==> config.mk <==
export PLATFORM = sky130hd
export DESIGN_NAME = calc_exec_ctrl
export DESIGN_NICKNAME = d
export VERILOG_FILES = /design/src/rtl/calc_pkg.sv /design/src/rtl/calc_bin2bcd.sv /design/src/rtl/calc_exec_ctrl.sv
export SDC_FILE = /design/constraint.sdc
export NUM_CORES = 1
export LEC_CHECK = 0
export BUFFER_PORTS_ARGS = -buffer_cell sky130_fd_sc_hd__buf_2
export CORE_MARGIN = 10
export CORE_UTILIZATION = 30
export DETAILED_ROUTE_END_ITERATION = 10
export PLACE_DENSITY = 0.51
export SYNTH_ARGS = -nofsm -noshare
export SYNTH_HDL_FRONTEND = slang
export SYNTH_SLANG_ARGS = --single-unit
==> constraint.sdc <==
create_clock -name clk_db -period 4.55 [get_ports clk_db]
set_clock_uncertainty 0.1 [all_clocks]
set_input_delay 0.455 -clock clk_db [delete_from_list [all_inputs] [get_ports clk_db]]
set_output_delay 0.455 -clock clk_db [all_outputs]
set_load 0.05 [all_outputs]
==> src/rtl/calc_pkg.sv <==
// Shared constants and state encoding for the sign-magnitude BCD calculator.
package calc_pkg;

  localparam int MAG_W = 24;
  localparam int NDIG  = 7;
  localparam int BCD_W = 4 * NDIG;
  localparam logic [MAG_W-1:0] MAX_MAG = 24'd9_999_999;

  localparam logic [1:0] OP_ADD = 2'd0;
  localparam logic [1:0] OP_SUB = 2'd1;
  localparam logic [1:0] OP_MUL = 2'd2;
  localparam logic [1:0] OP_DIV = 2'd3;

  typedef enum logic [2:0] {
    ST_IDLE  = 3'd0,
    ST_ALU   = 3'd1,
    ST_CHECK = 3'd2,
    ST_CONV  = 3'd3,
    ST_DONE  = 3'd4
  } state_t;

endpackage

==> src/rtl/calc_bin2bcd.sv <==
// Iterative double-dabble: 24-bit binary to 7 BCD digits, one shift per cycle.
// The start cycle already performs the first shift so the result lands 24 edges after start.
module calc_bin2bcd
  import calc_pkg::*;
(
  input  logic             clk_db,
  input  logic             rst,
  input  logic             start,
  input  logic [MAG_W-1:0] bin,
  output logic             done,
  output logic [BCD_W-1:0] bcd
);

  logic [BCD_W-1:0]       bcd_reg;
  logic [MAG_W-1:0]       bin_reg;
  logic [4:0]             cnt_reg;
  logic                   run_reg;
  logic                   done_reg;
  logic [BCD_W-1:0]       bcd_src;
  logic [MAG_W-1:0]       bin_src;
  logic [BCD_W-1:0]       bcd_adj;
  logic [BCD_W+MAG_W-1:0] step_val;

  assign bcd_src = start ? '0 : bcd_reg;
  assign bin_src = start ? bin : bin_reg;

  genvar gi;
  generate
    for (gi = 0; gi < NDIG; gi++) begin : g_adj
      assign bcd_adj[4*gi +: 4] = (bcd_src[4*gi +: 4] >= 4'd5) ?
                                  bcd_src[4*gi +: 4] + 4'd3 : bcd_src[4*gi +: 4];
    end
  endgenerate

  assign step_val = {bcd_adj, bin_src} << 1;

  always_ff @(posedge clk_db) begin
    if (rst) begin
      bcd_reg  <= '0;
      bin_reg  <= '0;
      cnt_reg  <= '0;
      run_reg  <= 1'b0;
      done_reg <= 1'b0;
    end else begin
      done_reg <= 1'b0;
      if (start || run_reg) begin
        {bcd_reg, bin_reg} <= step_val;
      end
      if (start) begin
        cnt_reg <= 5'd1;
        run_reg <= 1'b1;
      end else if (run_reg) begin
        cnt_reg <= cnt_reg + 5'd1;
        if (cnt_reg == 5'd23) begin
          run_reg  <= 1'b0;
          done_reg <= 1'b1;
        end
      end
    end
  end

  assign done = done_reg;
  assign bcd  = bcd_reg;

endmodule

==> src/rtl/calc_exec_ctrl.sv <==
// Calculator execution controller: sign-magnitude add/sub, iterative mul/div,
// range checking and BCD conversion, with abort and registered result outputs.
module calc_exec_ctrl
  import calc_pkg::*;
(
  input  logic             clk_db,
  input  logic             rst,
  input  logic             start,
  input  logic             abort,
  input  logic [1:0]       op,
  input  logic [MAG_W-1:0] a_mag,
  input  logic             a_neg,
  input  logic [MAG_W-1:0] b_mag,
  input  logic             b_neg,
  output logic             busy,
  output logic             done,
  output logic [BCD_W-1:0] res_bcd,
  output logic             res_neg,
  output logic             err_ovf,
  output logic             err_div0
);

  state_t             state_reg, state_next;
  logic [1:0]         op_reg;
  logic [MAG_W-1:0]   a_reg, b_reg, wb_reg;
  logic               a_neg_reg, b_neg_reg, sign_reg;
  logic [2*MAG_W-1:0] wa_reg, acc_reg;
  logic [4:0]         cnt_reg;
  logic [BCD_W-1:0]   res_bcd_reg;
  logic               res_neg_reg, err_ovf_reg, err_div0_reg;

  logic               b_eff_neg, eff_sub, addsub_neg;
  logic [MAG_W:0]     addsub_mag;
  logic [MAG_W:0]     rem_sh;
  logic               div_ge;
  logic [2*MAG_W-1:0] res_mag;
  logic               chk_div0, chk_ovf;
  logic               conv_start, conv_done, conv_clear;
  logic [BCD_W-1:0]   conv_bcd;

  // Sign-magnitude add/sub: effective subtraction keeps the larger magnitude's sign.
  always_comb begin
    b_eff_neg  = b_neg_reg ^ (op_reg == OP_SUB);
    eff_sub    = a_neg_reg ^ b_eff_neg;
    addsub_neg = a_neg_reg;
    addsub_mag = {1'b0, a_reg} + {1'b0, b_reg};
    if (eff_sub) begin
      if (a_reg >= b_reg) begin
        addsub_mag = {1'b0, a_reg} - {1'b0, b_reg};
      end else begin
        addsub_mag = {1'b0, b_reg} - {1'b0, a_reg};
        addsub_neg = b_eff_neg;
      end
    end
  end

  // Restoring divide: dividend shifts out of wb_reg while quotient bits shift in.
  assign rem_sh  = {acc_reg[MAG_W-1:0], wb_reg[MAG_W-1]};
  assign div_ge  = rem_sh >= {1'b0, b_reg};
  assign res_mag = (op_reg == OP_DIV) ? {{MAG_W{1'b0}}, wb_reg} : acc_reg;

  assign chk_div0 = (op_reg == OP_DIV) && (b_reg == '0);
  assign chk_ovf  = (a_reg > MAX_MAG) || (b_reg > MAX_MAG) ||
                    (res_mag > {{MAG_W{1'b0}}, MAX_MAG});

  always_comb begin
    state_next = state_reg;
    conv_start = 1'b0;
    case (state_reg)
      ST_IDLE:  if (start && !abort) state_next = ST_ALU;
      ST_ALU:   if (!op_reg[1] || cnt_reg == 5'd23) state_next = ST_CHECK;
      ST_CHECK: begin
        if (chk_div0 || chk_ovf) begin
          state_next = ST_DONE;
        end else begin
          state_next = ST_CONV;
          conv_start = 1'b1;
        end
      end
      ST_CONV:  if (conv_done) state_next = ST_DONE;
      ST_DONE:  state_next = ST_IDLE;
      default:  state_next = ST_IDLE;
    endcase
    if (abort && state_reg != ST_IDLE) begin
      state_next = ST_IDLE;
      conv_start = 1'b0;
    end
  end

  assign conv_clear = rst || abort;

  calc_bin2bcd u_bin2bcd (
    .clk_db (clk_db),
    .rst    (conv_clear),
    .start  (conv_start),
    .bin    (res_mag[MAG_W-1:0]),
    .done   (conv_done),
    .bcd    (conv_bcd)
  );

  always_ff @(posedge clk_db) begin
    if (rst) begin
      state_reg    <= ST_IDLE;
      op_reg       <= OP_ADD;
      a_reg        <= '0;
      b_reg        <= '0;
      a_neg_reg    <= 1'b0;
      b_neg_reg    <= 1'b0;
      sign_reg     <= 1'b0;
      wa_reg       <= '0;
      wb_reg       <= '0;
      acc_reg      <= '0;
      cnt_reg      <= '0;
      res_bcd_reg  <= '0;
      res_neg_reg  <= 1'b0;
      err_ovf_reg  <= 1'b0;
      err_div0_reg <= 1'b0;
    end else begin
      state_reg <= state_next;
      case (state_reg)
        ST_IDLE: if (start && !abort) begin
          op_reg    <= op;
          a_reg     <= a_mag;
          b_reg     <= b_mag;
          a_neg_reg <= a_neg;
          b_neg_reg <= b_neg;
          sign_reg  <= a_neg ^ b_neg;
          wa_reg    <= {{MAG_W{1'b0}}, a_mag};
          wb_reg    <= (op == OP_DIV) ? a_mag : b_mag;
          acc_reg   <= '0;
          cnt_reg   <= '0;
        end
        ST_ALU: begin
          cnt_reg <= cnt_reg + 5'd1;
          case (op_reg)
            OP_MUL: begin
              if (wb_reg[0]) acc_reg <= acc_reg + wa_reg;
              wa_reg <= wa_reg << 1;
              wb_reg <= wb_reg >> 1;
            end
            OP_DIV: begin
              acc_reg <= {{(MAG_W-1){1'b0}}, div_ge ? rem_sh - {1'b0, b_reg} : rem_sh};
              wb_reg  <= {wb_reg[MAG_W-2:0], div_ge};
            end
            default: begin
              acc_reg  <= {{(MAG_W-1){1'b0}}, addsub_mag};
              sign_reg <= addsub_neg;
            end
          endcase
        end
        ST_CHECK: sign_reg <= sign_reg && (res_mag != '0);
        default: ;
      endcase

      // Results only change on the edge that enters DONE; CHECK->DONE means an error.
      if (state_next == ST_DONE) begin
        if (state_reg == ST_CHECK) begin
          res_bcd_reg  <= '0;
          res_neg_reg  <= 1'b0;
          err_div0_reg <= chk_div0;
          err_ovf_reg  <= !chk_div0 && chk_ovf;
        end else begin
          res_bcd_reg  <= conv_bcd;
          res_neg_reg  <= sign_reg;
          err_div0_reg <= 1'b0;
          err_ovf_reg  <= 1'b0;
        end
      end
    end
  end

  assign busy     = (state_reg != ST_IDLE);
  assign done     = (state_reg == ST_DONE);
  assign res_bcd  = res_bcd_reg;
  assign res_neg  = res_neg_reg;
  assign err_ovf  = err_ovf_reg;
  assign err_div0 = err_div0_reg;

endmodule
# Word level (Yosys, flattened, before mapping)
# Index checks and enable logic that the tools add are counted.
dict set report word_totals {
  reg_bits 270
  latchBits 0
  ramBits 0
  rom_bits 0
  inputBits 56
  out_inout_bits 33
  n_memories 0
}
dict set report op_classes {
  addsub 14
  multipliers 0
  div 0
  order_cmp 12
  n_eq_ne 16
  n_shift 0
  n_mux 50
  bitwise 4
  reduce_logical 30
}
# operator count
set ops {}
lappend ops {{48-bit case mux with 2 select lines} 3}
lappend ops {{48-bit two-way mux} 5}
lappend ops {{24-bit case mux with 2 select lines} 2}
lappend ops {{25-bit two-way mux} 3}
lappend ops {{24-bit two-way mux} 3}
lappend ops {{28-bit two-way mux} 2}
lappend ops {{24-bit by 24-bit subtractor with 25-bit output} 2}
lappend ops {{48-bit adder} 1}
lappend ops {{24-bit greater-than comparator (second input constant)} 2}
lappend ops {{48-bit by 24-bit greater-than comparator with 1-bit output (second input constant)} 1}
lappend ops {{48-bit nonzero test} 1}
lappend ops {{4-bit by 3-bit >= comparator with 1-bit output (second input constant)} 7}
lappend ops {{24-bit by 24-bit adder with 25-bit output} 1}
lappend ops {{25-bit by 24-bit >= comparator with 1-bit output} 1}
lappend ops {{25-bit by 24-bit subtractor with 25-bit output} 1}
lappend ops {{4-bit by 2-bit adder with 4-bit output (second input constant)} 6}
lappend ops {{24-bit >= comparator} 1}
lappend ops {{24-bit zero test} 1}
lappend ops {{4-bit two-way mux} 6}
lappend ops {{3-bit two-way mux} 6}
lappend ops {{1-bit two-way mux} 16}
lappend ops {{3-bit case mux with 4 select lines} 1}
lappend ops {{3-bit AND reduction} 4}
lappend ops {{5-bit by 1-bit adder with 5-bit output (second input constant)} 2}
lappend ops {{23 further kinds} 48}

# Longest topological paths before layout
dict set report depth {
  word_depth 11
  depth_mapped 19
  ltp_nobuf 16
}

# Cells and area by module
# Synthesis repeated with hierarchy kept, for this count alone.
dict set report hier_totals {
  cells_unflattened 2724
  hier_area_um2 20448.4
}
# module instances cells_each area_per_inst_um2
set by_module_without_submodules {}
lappend by_module_without_submodules {calc_exec_ctrl 1 2354 17165.2}
lappend by_module_without_submodules {calc_bin2bcd 1 370 3283.1}

# Worst setup path after synthesis
# No wires, ideal clock.
dict set report synth_path {
  path_kind {reg2reg}
  from {register op_reg[0]}
  to {register u_bin2bcd.bcd_reg[2], in the netlist u_bin2bcd.bcd[2]}
  setup_ns 0.114
  t_arrival_ns 3.290
  t_required_ns 4.336
  slack_ns 1.046
  stages_incl_launch_ff 20
  n_path_buf 3
  period_less_slack_ns 3.504
  path_cell_list {dfxtp_1 -> buf_4 -> nand2_1 -> buf_4 -> mux2i_4 -> nor2b_1 -> o21bai_1 -> a2111oi_0 -> o211ai_1 -> nand2b_4 -> nor3_4 -> clkbuf_1 -> nand2b_1 -> ha_1 -> nand2b_1 -> a21oi_1 -> nor2_1 -> o211ai_1 -> o21ai_0 -> nor2b_1}
}
dict set report synth_via {
  elab_chain_len 11
  elab_cells_between_ends 14
  classes_between {1 x add/sub; 2 x order compare; 1 x eq/ne; 6 x mux; 4 x reduce/logical}
}
# element line_no
set synth_lines {}
lappend synth_lines {{start: declaration} calc_exec_ctrl.sv:24} ;# logic [1:0] op_reg;
lappend synth_lines {{start signal: assignment} calc_exec_ctrl.sv:122} ;# op_reg <= op;
lappend synth_lines {{2-bit == test (*)} {calc_exec_ctrl.sv:60, calc_exec_ctrl.sv:62}}
lappend synth_lines {{48-bit two-way mux} calc_exec_ctrl.sv:60} ;# assign res_mag = (op_reg == OP_DIV) ? {{MAG_W{1'b0}}, wb_reg} : acc_reg;
lappend synth_lines {{48-bit by 24-bit greater-than comparator with 1-bit output} calc_exec_ctrl.sv:64} ;# (res_mag > {{MAG_W{1'b0}}, MAX_MAG});
lappend synth_lines {{1-bit logical OR} calc_exec_ctrl.sv:63} ;# assign chk_ovf = (a_reg > MAX_MAG) || (b_reg > MAX_MAG) ||
lappend synth_lines {{1-bit logical OR (*)} calc_exec_ctrl.sv:73} ;# if (chk_div0 || chk_ovf) begin
lappend synth_lines {{1-bit two-way mux (*)} calc_exec_ctrl.sv:73}
lappend synth_lines {{1-bit two-way mux (*)} calc_exec_ctrl.sv:69} ;# case (state_reg)
lappend synth_lines {{1-bit two-way mux (*)} calc_exec_ctrl.sv:84} ;# if (abort && state_reg != ST_IDLE) begin
lappend synth_lines {{28-bit two-way mux} calc_bin2bcd.sv:24} ;# assign bcd_src = start ? '0 : bcd_reg;
lappend synth_lines {{4-bit by 2-bit adder with 4-bit output / 4-bit by 3-bit >= comparator with 1-bit output (equally long branches)} {calc_bin2bcd.sv:31, calc_bin2bcd.sv:30}}
lappend synth_lines {{4-bit two-way mux} calc_bin2bcd.sv:30} ;# assign bcd_adj[4*gi +: 4] = (bcd_src[4*gi +: 4] >= 4'd5) ?
lappend synth_lines {{end signal: assignment} calc_bin2bcd.sv:47} ;# {bcd_reg, bin_reg} <= step_val;
lappend synth_lines {{end: declaration} calc_bin2bcd.sv:14} ;# logic [BCD_W-1:0] bcd_reg;
# Mark *: on every way between the ends. The rest lies on a longest branch, timed or not.
# A chain may end at the register's enable or synchronous reset.

# Worst setup path after layout
dict set report layout_path {
  from {register a_reg[19]}
  to {register acc_reg[12]}
}
dict set report layout_via {
  elab_chain_len 5
}
# element line_no
set layout_lines {}
lappend layout_lines {{start: declaration} calc_exec_ctrl.sv:25} ;# logic [MAG_W-1:0] a_reg, b_reg, wb_reg;
lappend layout_lines {{start signal: assignment} calc_exec_ctrl.sv:123} ;# a_reg <= a_mag;
lappend layout_lines {{24-bit >= comparator} calc_exec_ctrl.sv:48} ;# if (a_reg >= b_reg) begin
lappend layout_lines {{25-bit two-way mux} calc_exec_ctrl.sv:48}
lappend layout_lines {{25-bit two-way mux} calc_exec_ctrl.sv:47} ;# if (eff_sub) begin
lappend layout_lines {{48-bit case mux with 2 select lines} calc_exec_ctrl.sv:135} ;# case (op_reg)
lappend layout_lines {{48-bit case mux with 2 select lines} calc_exec_ctrl.sv:120} ;# case (state_reg)
lappend layout_lines {{end signal: assignment} calc_exec_ctrl.sv:137} ;# if (wb_reg[0]) acc_reg <= acc_reg + wa_reg;
lappend layout_lines {{end signal: assignment} calc_exec_ctrl.sv:142} ;# acc_reg <= {{(MAG_W-1){1'b0}}, div_ge ? rem_sh - {1'b0, b_reg} : rem_sh};
lappend layout_lines {{end signal: assignment} calc_exec_ctrl.sv:146} ;# acc_reg <= {{(MAG_W-1){1'b0}}, addsub_mag};
lappend layout_lines {{end: declaration} calc_exec_ctrl.sv:27} ;# logic [2*MAG_W-1:0] wa_reg, acc_reg;
# Every way passes these cells.

==> out/metrics.cfg <==
[worst_hold_path]
min_path_cells = 3
hold_class = input pin to register

[timing]
rsz0062_at_grt = no
fmax_ghz = 0.2269
post-route-period-util_pct = 96.85
slew_headroom_pct = 16.38
holdWs_ps = 29.05
tightest_slew_ps = 1252
hold_viol = 0
setup_slack_ps = 143.2
setup_viol = 0
finalCriticalPeriod_ps = 4407
slew_violations = 0

[yosys]
synth_top_cell_by_area = dfxtp_1
syn_area_mm2 = 0.02045
seq_area_frac_synth_pct = 26.44
synth_edf_count = 0
syn_area_per_cell_um2 = 7.310
yosysWarnings = 0
yosysMostFrequentCell = nand2_1
ys.flop_type = dfxtp_1
synth-async-reset-ratio_pct = 0
ys_types = 83
synthTopCellsByArea = dfxtp_1 (26%), ha_1 (9.3%), a21oi_1 (8.5%)
syn-instance-count = 2797
syn-num-nets = 3010
ys_ff_latch = 270
synth_top_cell_area_share_pct = 26.44
synth_commonest_cells = nand2_1 (403), a21oi_1 (347), dfxtp_1 (270)

[job]
cap_violations = 0

[grt]
antenna_found_initial = 17
grt-ovfl-total = 0
grt_pass1_vias = 20580
grt_max_degree = 75
grt_pass1_wl_mm = 126.2
grtUsageTotal_pct = 20.16

[routing]
dr.pass1.iters = 6
vias = 21680
wl_per_cell_um = 22.25
drt_iter0_markers = 1817
wirelength_mm = 82.91
drc_errors = 0
vias_per_cell = 5.818
ant_nets = 0

[floorplan]
num_rows = 95
dieWidth_um = 281.1
io_pins = 89
die_area_mm2 = 0.07899
die_h_um = 281.1
start_util_pct = 30.34
core_area_mm2 = 0.06740

[layout]
final_cell_area_mm2 = 0.02306
nets = 3036
syn2layout_area_growth_pct = 12.80
multi_input_area_mm2 = 0.01397
register_area_mm2 = 0.005410
instances_no_fill = 3726
fillers = 7250
drive_gt1_share_pct = 9.905

[clock_tree]
h-tree-depth = 1
clk_pin_slew_ps = 70
cts_tree = built
clockRootBuffer = clkbuf_16
post_cts_buffers = 0
clock_tree.buffer_depth = 3
numCtsBuffers = 31
cts.sinks = 270
clk_latency_ps = 590

[worst_setup_path]
cp.arrival_ps = 4780
worst-path-max-fanout = 9
endpoint_kind = register
cp.required_ps = 4920
path_class = register to register
critPathLaunchType = register
r2r_cells = 13

[placement]
io_buffers = 88
gp_congestion = 0.9223
preCtsSetupSlack_ps = -13.45
post_dp_cell_area_mm2 = 0.02198
placed_cells = 3662
dp_hpwl_mm = 63.39

[outcome]
status = completed

[power_and_ir_drop]
ir_worst_vdd_v = 0.0002339
p_leak_nw = 9.278
powerDensity_mw_per_mm2 = 350.3

==> layout by cell type (no fill, tap or decap), types with 32 or more instances in the layout <==
cell,synthesis,routed
a21o_1,56,56
nand4_1,32,32
o21ai_0,126,126
nand2_1,403,402
inv_1,102,102
dfxtp_1,270,268
nand2b_1,40,40
a21oi_1,347,345
nor2b_1,47,47
and3_1,35,34
buf_4,6,91
nor3_1,54,53
a211oi_1,94,94
nor2_1,212,211
nand3_1,109,108
a311oi_1,53,53
xnor2_1,54,53
buf_2,17,87
ha_1,152,152
==> through the flow <==
| step | utilization, % | TNS (ps) | power (mW) |
|---|---|---|---|
| floorplan | - | 0 | 4.396 |
| global placement | 32.61 | -169.4 | 5.389 |
| detailed placement | 32.61 | -13.45 | 5.382 |
| CTS | 34.17 | 0 | 8.061 |
| global route | 34.22 | 0 | 8.461 |
| finish | 34.22 | 0 | 8.079 |
==> critical path: stages (launching register included) <==
cell and delay, ps:
dfxtp_1 460, inv_1 80, ha_1 500, nand2_1 210, nor3_2 430, o2111ai_1 380, a31o_2 390, a21o_1 240
buf_4 190, a21boi_0 290, nor3_1 90, a2111oi_1 590, o2111a_1 290, nor2_1 40
==> cells by family after synthesis <==
kind of cell               Yosys count  synth area share (%)
DFF                                270                 26.44
xor gates and xnor gates            80                 3.427
buffers and inverters              291                 5.703
AOI/OAI and AO/OA                  953                 30.18
and+or+nand+nor                   1022                 23.16
muxes                               24                 1.303
adders and majority gates          157                 9.791
==> routing by layer <==
metal | GRT usage (%) | vias to the layer above | wire [um]
met3 | 3.583 | 147 | 5958
met1 | 28.08 | 10490 | 38050
li1 | - | 10240 | -
met4 | 4.646 | 20 | 2079
met2 | 31.75 | 781 | 36690
met5 | 0 | - | 142
==> area by class of cell <==
cell class                      count  share of cell area [%]
Inverter                          103                   1.676
Clock inverter                     14                  0.8735
Clock buffer                       43                   3.646
Multi-Input combinational cell   2237                   60.56
Tap cell                          873                   4.736
Antenna cell                        6                 0.06510
Timing Repair Buffer              180                   4.986
Sequential cell                   270                   23.46
==> power by group <==
group	switching, mW	total [mW]	leakage (nW)	internal (mW)
combinational	1.83	2.81	6.58	0.980
clock	1.09	2.66	0.511	1.57
sequential	0.144	2.61	2.19	2.46
==> worst paths after layout <==
path,start,end,slack [ps]
max reg2reg,a_reg[19]$_SDFFE_PP0P_,acc_reg[12]$_SDFFE_PP0P_,140
max,a_reg[19]$_SDFFE_PP0P_,acc_reg[12]$_SDFFE_PP0P_,140
min reg2reg,res_bcd[25]$_SDFFE_PP0N_,res_bcd[25]$_SDFFE_PP0N_,350
min,b_mag[22],b_reg[22]$_SDFFE_PP0P_,30
==> repair_timing <==
action                                 CTS  global route
gates resized for setup                  1             3
cloned                                   0             1
endpoints found under the hold margin    0             0
pin swaps                                0             1
setup endpoints to repair                1             8
hold buffers                             0             0
Power figures use the tool's default switching activity.
